$ cat src/rtl/seq_timeout_counter.sv
// Saturating up-counter that flags when it has reached LIMIT-1.
module seq_timeout_counter #(
    parameter int CNT_W = 32,
    parameter int LIMIT = 100
) (
    input  logic             clk,
    input  logic             reset,
    input  logic             clear,
    input  logic             enable,
    output logic             expired,
    output logic [CNT_W-1:0] count
);

    // A zero limit behaves like a limit of one rather than wrapping.
    localparam logic [CNT_W-1:0] LAST = (LIMIT > 0) ? CNT_W'(LIMIT - 1) : '0;

    logic [CNT_W-1:0] count_reg;

    always_ff @(posedge clk) begin
        if (reset || clear) begin
            count_reg <= '0;
        end else if (enable && (count_reg != LAST)) begin
            count_reg <= count_reg + CNT_W'(1);
        end
    end

    assign count   = count_reg;
    assign expired = (count_reg == LAST);

endmodule

$ cat config.mk
export PLATFORM = sky130hd
export DESIGN_NAME = seq_timeout_counter
export DESIGN_NICKNAME = d
export VERILOG_FILES = /design/src/rtl/seq_timeout_counter.sv
export SDC_FILE = /design/constraint.sdc
export NUM_CORES = 1
export LEC_CHECK = 0
export ABC_AREA = 1
export CAP_MARGIN = 40
export CORE_MARGIN = 3
export CORE_UTILIZATION = 40
export CTS_CLUSTER_SIZE = 28
export DETAILED_ROUTE_END_ITERATION = 10
export PLACE_DENSITY = 0.7
export SKIP_CTS_REPAIR_TIMING = 1
export SLEW_MARGIN = 20
export SYNTH_ARGS = -nofsm -noshare
export SYNTH_HDL_FRONTEND = slang
export SYNTH_SLANG_ARGS = --single-unit
$ cat constraint.sdc
create_clock -name clk -period 3.2 [get_ports clk]
set_input_delay 0.64 -clock clk [delete_from_list [all_inputs] [get_ports clk]]
set_output_delay 0.64 -clock clk [all_outputs]
set_load 0.1 [all_outputs]
### Word level (Yosys, flattened, before mapping)

Index checks and enable logic that the tools add are counted.

* register bits: 32
* word-level logic and storage cells: 6
* input port bits: 4
* output and inout port bits: 33

* reductions and logical operators: 2
* $add $sub $neg: 1
* equality and inequality tests: 2

Operators by type and width (count)
* adder 32 x 1 -> 32 bit (second input constant): 1
* == test 32 x 7 -> 1 bit (second input constant): 1
* != test 32 x 7 -> 1 bit (second input constant): 1
* logical AND 1 bit: 1
* logical OR 1 bit: 1

### Depth between registers and ports, before layout

Gate-level depths: netlist (run 1).

* depth in word-level cells: 2
* mapped depth: 12
* mapped depth without buffers: 10

### Worst setup path after synthesis (run 1)

OpenSTA, ideal clock, no wires.

* kind: register to output
* start: reg count_reg[1] (netlist: count[1])
* end: out expired
* arrival: 2.471 ns
* path slack: 0.089 ns
* stages on the path, launching flop included: 6
* path buffers: 0
* required time: 2.560 ns
* cell sequence: dfxtp_1 > ha_1 > nand3_1 > nor2_1 > nand2_1 > nor2_2

* longest elaborated chain between the ends: 1

RTL lines
* from (decl): RTL line 17 `logic [CNT_W-1:0] count_reg;`
* from (signal assigned): RTL line 23 `count_reg <= count_reg + CNT_W'(1);`
* == test 32 x 7 -> 1 bit: RTL line 28 `assign expired = (count_reg == LAST);`
* to (decl): RTL line 10 `output logic expired,`

Every way passes these cells.

### Worst setup path after layout (run 1)

* start: reg count_reg[0] (netlist: count[0])
* end: out expired

Same word-level chain as after synthesis.

==> results of run 1 <==
-- through the flow --
step	power [mW]	worst slack (ns)	util, %
2_1_floorplan	0.448	0.0888	-
3_3_place_gp	0.456	0.836	47.4
3_5_place_dp	0.456	0.797	47.4
4_1_cts	0.890	0.712	49.6
5_1_grt	0.908	0.621	49.6
6_report	0.882	0.714	49.6
-- kinds of logic (layout without fill, tap and decap cells) --
logic type               count (synthesis)  count (layout)
adder cells (fa/ha/maj)                  2               2
buffers and inverters                   44              81
AO/OA/AOI/OAI                           29              29
AND/OR/NAND/NOR                        275             275
XOR/XNOR                                13              13
flip-flops                              32              32
-- final timing paths --
| kind | from | end | slack, ns | cells past startpoint |
|---|---|---|---|---|
| min reg2reg | count[31] | count[31] | 0.55 | 2 |
| max reg2reg | count[0] | count[29] | 1.31 | 9 |
| max | count[0] | expired | 0.71 | 6 |
| min | count[31] | count[31] | 0.55 | 2 |
-- cell usage in the layout, fill, tap and decap left out --
master	instances
sky130_fd_sc_hd__a21oi_1	6
sky130_fd_sc_hd__a21oi_2	19
sky130_fd_sc_hd__buf_4	35
sky130_fd_sc_hd__bufinv_16	1
sky130_fd_sc_hd__clkbuf_8	7
sky130_fd_sc_hd__clkdlybuf4s50_1	3
sky130_fd_sc_hd__dfxtp_1	32
sky130_fd_sc_hd__ha_1	2
sky130_fd_sc_hd__inv_1	34
sky130_fd_sc_hd__inv_2	1
sky130_fd_sc_hd__nand2_1	148
sky130_fd_sc_hd__nand2_2	12
sky130_fd_sc_hd__nand2_4	1
sky130_fd_sc_hd__nand3_1	22
sky130_fd_sc_hd__nand3b_1	1
sky130_fd_sc_hd__nand4_1	6
sky130_fd_sc_hd__nor2_1	75
sky130_fd_sc_hd__nor2_2	9
sky130_fd_sc_hd__nor2_4	1
sky130_fd_sc_hd__o21ai_0	4
sky130_fd_sc_hd__xnor2_1	5
sky130_fd_sc_hd__xor2_1	8
-- tightest hold or removal path, stage by stage (launching register included) --
cell	delay [ns]
sky130_fd_sc_hd__dfxtp_1	0.36
sky130_fd_sc_hd__nand2_1	0.08
sky130_fd_sc_hd__a21oi_1	0.06
-- final cells by class --
type | count | area [um^2]
Sequential cell | 32 | 641
Clock inverter | 1 | 30.0
Tap cell | 72 | 90.1
Fill cell | 630 | 2830
Inverter | 35 | 131
Multi-Input combinational cell | 319 | 1500
Clock buffer | 7 | 96.3
Timing Repair Buffer | 38 | 293
-- power breakdown --
part	switching (mW)	internal, mW	total (mW)	leakage, nW
sequential	0.00170	0.399	0.401	0.258
clock	0.161	0.275	0.436	0.0645
combinational	0.0345	0.0109	0.0453	0.687
-- per-layer routing --
layer / track usage (%) / routed length (um)
met5: 0 / 0
met4: 6.70 / 138
met3: 3.80 / 295
met2: 32.5 / 2750
met1: 26.0 / 2990
==> out/results.md, run 1 <==
- **final std cells w/o fill** 504
- **Die ar.** 6830 um^2
- **largest driver fanout on the critical path** 6
- **initial core utilization** 41.9%
- **average via count per standard cell** 4.78
- **data required time of the worst path** 2.56 ns
- **total of buffers placed on input and output ports** 36
- **synthesized-area fraction occupied by xor and xnor cells** 4.85%
- **max FFs per register** 32
- **cell with the largest stage delay on the worst path** sky130_fd_sc_hd__dfxtp_1
- **clock latency at the later pin of the worst-skew pair** 0.29 ns
- **startpoint types** register
- **Clock H-tree levels** 2
- **routability congestion estimate from global placement** 0.961
- **delay-heaviest family, CP** simple AND/OR/NAND/NOR gates
- **power per unit of standard cell area** 317 nW/um^2
- **layout-stage area growth over the synthesis result** 18.5%
- **total detailed-routing wirelength** 6.18 mm
- **share of synthesized area occupied by flip-flops and latches** 27.3%
- **Setup crit end kind** primary output
- **# Max-Cap Violations** 0
- **floorplan die width** 82.6 um
- **highest ir drop seen on vdd** 0.000137 V
- **Async S/R FF share, synth** 0%
- **global-route wire length before repair** 10.4 mm
- **layout cell share with drive strength beyond 1** 19.9%
- **cell types with the largest area share after synthesis** sky130_fd_sc_hd__dfxtp_1, sky130_fd_sc_hd__nand2_1, sky130_fd_sc_hd__nor2_1
- **via count** 2,408
- **leading area contributor after synthesis** sky130_fd_sc_hd__dfxtp_1
- **TritonCTS clock tree** yes
- **drt initial violations** 188
- **standard cell area after detailed placement** 2660 um^2
- **#FFs+latches synth** 32
- **CP Cell Sequence** ha_1, nand3_1, nor2_1, nand2_1, nor2_2, buf_4
- **total global routing track utilization** 19.9%
- **delay contributed by the slowest stage of the critical path** 0.42 ns
- **antenna viol nets, final** 0
- **mux cell area share after synthesis** 0%
- **RSZ-0062 raised after global routing** false
- **maximum number of pins on one net before global-route repair** 28
- **warning count from the yosys run** 0
- **Setup Skew** 0.00525 ns
- **largest family of logic cells by synthesized area** simple AND/OR/NAND/NOR gates
- **largest buffer count on any clock path** 2
- **summed area of non-filler cells in the final layout** 2780 um^2
- **Max Transition Viols Final** 0
- **vias in the first global route** 2,238
- **total leakage power** 1.01 nW
- **Core Footprint** 5610 um^2
- **# nets final** 437
- **Post-Syn Nets** 401
- **root buffer selected by CTS** sky130_fd_sc_hd__clkbuf_8
- **Final period util** 77.7%
- **Diodes inserted** 0
- **Boundary Pins** 37
- **fraction of the mapped netlist area in compound gates** 9.22%
- **number of clock buffers inserted by TritonCTS** 5
- **placed cells** 496
- **summed instance area of the synthesized netlist** 2350 um^2
- **register clock-pin slew on the reported worst setup and hold paths** 0.07 ns
- **number of failing setup endpoints in the final timing report** 0
- **sum of overflow across all layers after global routing** 0
- **Yosys top cell area share** 27.3%
- **critical path class** register to primary output
- **number of failing hold endpoints at the final stage** 0
- **die span in y** 82.6 um
- **critical path data arrival time** 1.85 ns
- **number of antenna violations at the first check in global routing** 0
- **DRC** 0
- **Buf+Inv Stages, Crit Path** 1
- **number of synthesized flops with an enable pin** 0
- **worst hold-check slack** 0.545 ns
- **Hold Path Class** register to register
- **Tightest Pin Transition** 0.591 ns
- **final setup TNS** 0 ns
- **DPL Wire Length** 4.78 mm
- **synthesized area per cell** 5.95 um^2
- **drt wl/cell** 12.3 um
- **commonest cells in the synthesized netlist** sky130_fd_sc_hd__nand2_1, sky130_fd_sc_hd__nor2_1, sky130_fd_sc_hd__inv_1
- **Post-Syn Instances** 395
- **status** complete, no violations
- **most common cell in the synthesized netlist** sky130_fd_sc_hd__nand2_1
- **simple-gate area share of the yosys netlist** 48.8%
- **clock period minus final worst setup slack** 2.49 ns
- **distinct cell type count after synthesis** 23
- **Max Fclk** 402 MHz
- **worst max-slew margin expressed relative to the limit** 60.5%
- **row count** 27
- **most used flip-flop cell after synthesis** sky130_fd_sc_hd__dfxtp_1
- **adder and majority cell fraction of the synthesized area** 1.07%
- **first-pass iteration count of the detailed router** 4
- **number of sinks driven by the clock tree** 32
Power figures use the tool's default switching activity.
==> inputs of run 2 (changes only) <==
clock period = 2.5 ns   (was 3.2 ns; I/O delays follow)
==> run 2 against run 1 <==
Net effect:
- utilization is essentially flat
- clock power shrank 1%
- register-to-register slack lost 0.70 ns
- final area is essentially flat
- via count grew 3.0%
- cell count grew 0.40%
- non-clock buffer count grew 2
- sequential share of layout area grew 0.080 points
- sequential cell count is the same
- hold slack lost 0.010 ns
- setup slack lost 0.39 ns
- critical endpoint unchanged
- largest cell class unchanged
- highest routed layer unchanged
==> out/results.md, run 2 (synthesis results as in run 1) <==
- **status** complete, no violations
- **layout cell share with drive strength beyond 1** 20.7%, +0.83 points
- **DRC** 0, unchanged
- **RSZ-0062 raised after global routing** false
- **Clk pwr share** 42.8%, -6.6 points
- **clock latency at the later pin of the worst-skew pair** 0.29 ns, about the same
- **Sw Pwr** 0.259 mW, +31%
- **floorplan die width** 82.6 um, unchanged
- **Setup Skew** 0.00421 ns, -0.00104 ns
- **worst hold-check slack** 0.535 ns, -0.0103 ns
- **Max Transition Viols Final** 0, unchanged
- **row count** 27, unchanged
- **delay-heaviest family, CP** simple AND/OR/NAND/NOR gates
- **initial core utilization** 41.9%, unchanged
- **depth of the worst register-to-register path** 9, unchanged
- **# nets final** 439, +0.46%
- **via count** 2,480, +3.0%
- **largest driver fanout on the critical path** 6, unchanged
- **Crit path depth** 6, unchanged
- **first-pass iteration count of the detailed router** 4, unchanged
- **Hold Path Class** register to register
- **launch point of the worst reg-to-reg path** count[0]
- **root buffer selected by CTS** sky130_fd_sc_hd__clkbuf_8
- **Sw Ratio** 25.8%, +3.4 points
- **# Max-Cap Violations** 0, unchanged
- **hold wc startpoint** count[0]
- **number of failing hold endpoints at the final stage** 0, unchanged
- **Final period util** 87.1%
- **Max Fclk** 459 MHz
- **Boundary Pins** 37, unchanged
- **Core Footprint** 5610 um^2, unchanged
- **power per unit of standard cell area** 361 nW/um^2, +14%
- **clock period minus final worst setup slack** 2.18 ns
- **drt wl/cell** 12.6 um, +3.0%
- **data required time of the worst path** 2.00 ns, -0.56 ns
- **Diodes inserted** 0, unchanged
- **final std cells w/o fill** 506, +0.40%
- **fill cell total of the finished layout** 609, -3.3%
- **highest ir drop seen on vdd** 0.000200 V, +45%
- **Critical R2R Capture** count[7]
- **drt initial violations** 136, -28%
- **placed cells** 498, +0.40%
- **Hold Crit Depth** 2, unchanged
- **routability congestion estimate from global placement** 0.908, -5.5%
- **number of sinks driven by the clock tree** 32, unchanged
- **total detailed-routing wirelength** 6.39 mm, +3.4%
- **Critical Path Start** count[0]
- **sequential group share of total power** 51.1%, +5.7 points
- **total of buffers placed on input and output ports** 36, unchanged
- **worst max-slew margin expressed relative to the limit** 59.0%, -1.5 points
- **die span in y** 82.6 um, unchanged
- **highest-count cells in the layout ignoring fill and taps** sky130_fd_sc_hd__nand2_1, sky130_fd_sc_hd__nor2_1, sky130_fd_sc_hd__buf_4, sky130_fd_sc_hd__inv_1, sky130_fd_sc_hd__dfxtp_1
- **cell with the largest stage delay on the worst path** sky130_fd_sc_hd__dfxtp_2
- **max FFs per register** 32, unchanged
- **TritonCTS clock tree** yes
- **number of clock buffers inserted by TritonCTS** 5, unchanged
- **final core utilization** 49.6%, about the same
- **maximum number of pins on one net before global-route repair** 28, unchanged
- **startpoint types** register
- **layout-stage area growth over the synthesis result** 18.5%, about the same
- **most frequent standard cell in the layout excluding fill and tap cells** sky130_fd_sc_hd__nand2_1
- **number of antenna violations at the first check in global routing** 0, unchanged
- **total leakage power** 1.01 nW, about the same
- **Comb pwr share** 6.1%, +1.0 points
- **summed area of non-filler cells in the final layout** 2780 um^2, about the same
- **total global routing track utilization** 20.8%, +0.93 points
- **number of failing setup endpoints in the final timing report** 0, unchanged
- **global-route wire length before repair** 10.9 mm, +4.0%
- **DPL Wire Length** 4.90 mm, +2.5%
- **CP Cell Sequence** ha_1, nand3_1, nor2_1, nand2_1, nor2_4, buf_12
- **vias in the first global route** 2,328, +4.0%
- **sum of overflow across all layers after global routing** 0, unchanged
- **standard cell area after detailed placement** 2690 um^2, +1.3%
- **critical path class** register to primary output
- **Setup crit end kind** primary output
- **flop2flop setup slack** 0.61 ns, -0.70 ns
- **delay contributed by the slowest stage of the critical path** 0.38 ns, -0.04 ns
- **internal power contribution** 0.746 mW, +8.9%
- **largest buffer count on any clock path** 2, unchanged
- **register clock-pin slew on the reported worst setup and hold paths** 0.07 ns, about the same
- **final setup TNS** 0 ns, unchanged
- **average via count per standard cell** 4.90, +2.6%
- **Buf+Inv Stages, Crit Path** 1, unchanged
- **Clock H-tree levels** 2, unchanged
- **antenna viol nets, final** 0, unchanged
- **Die ar.** 6830 um^2, unchanged
- **worst min-delay path endpoint** count[0]
- **critical path data arrival time** 1.68 ns, -0.17 ns
- **Tightest Pin Transition** 0.614 ns, +0.0228 ns
## run 2: changes by cell type in the layout (fill, tap and decap cells not counted), sizes merged
| cell | delta |
|---|---|
| clkbuf | -1 |
| bufinv | -1 |
| buf | +2 |
| clkinv | +2 |
## run 2: metal layers
layer	vias to the layer above	wire length (um)	track usage [%]
li1	1298	-	-
met1	1109	3060	26.5
met2	56	2820	33.0
met3	17	301	4.45
met4	0	207	10.3
met5	-	0	0
## run 2: worst max-delay path by stage
stage,to,slack [ns]
after detailed placement,count[7],0.57
after floorplan,count[11],0.08
after global placement,count[13],0.61
after global routing,expired,0.21
final,expired,0.32
after CTS,expired,0.32
## run 2: worst min-delay path: stages (launching register included)
cell	delay, ns
sky130_fd_sc_hd__dfxtp_2	0.35
sky130_fd_sc_hd__nor2_1	0.10
sky130_fd_sc_hd__nor2_1	0.05
## run 2: metrics by stage
| step | setup WS (ns) | power [mW] |
|---|---|---|
| 3_3_place_gp | 0.607 | 0.587 |
| 5_1_grt | 0.214 | 1.04 |
| 2_1_floorplan | 0.0772 | 0.574 |
| 3_5_place_dp | 0.574 | 0.587 |
| 6_report | 0.322 | 1.00 |
| 4_1_cts | 0.317 | 1.02 |
## run 2: final cells by class
type / instances / area, um^2 / area share (%)
multi-input combinational: 319 / 1510 / 54.1
sequential: 32 / 643 / 23.1
timing repair buffer: 40 / 320 / 11.5
inverter: 35 / 131 / 4.72
tap: 72 / 90.1 / 3.24
clock buffer: 6 / 82.6 / 2.97
clock inverter: 2 / 10.0 / 0.360
## run 2: power groups by stage
stage	Clock, mW	Sequential [mW]	Combinational, mW
5_1_grt	0.460	0.514	0.0660
2_1_floorplan	0	0.535	0.0389
3_5_place_dp	0	0.525	0.0618
4_1_cts	0.442	0.513	0.0619
3_3_place_gp	0	0.525	0.0614
6_report	0.430	0.513	0.0610
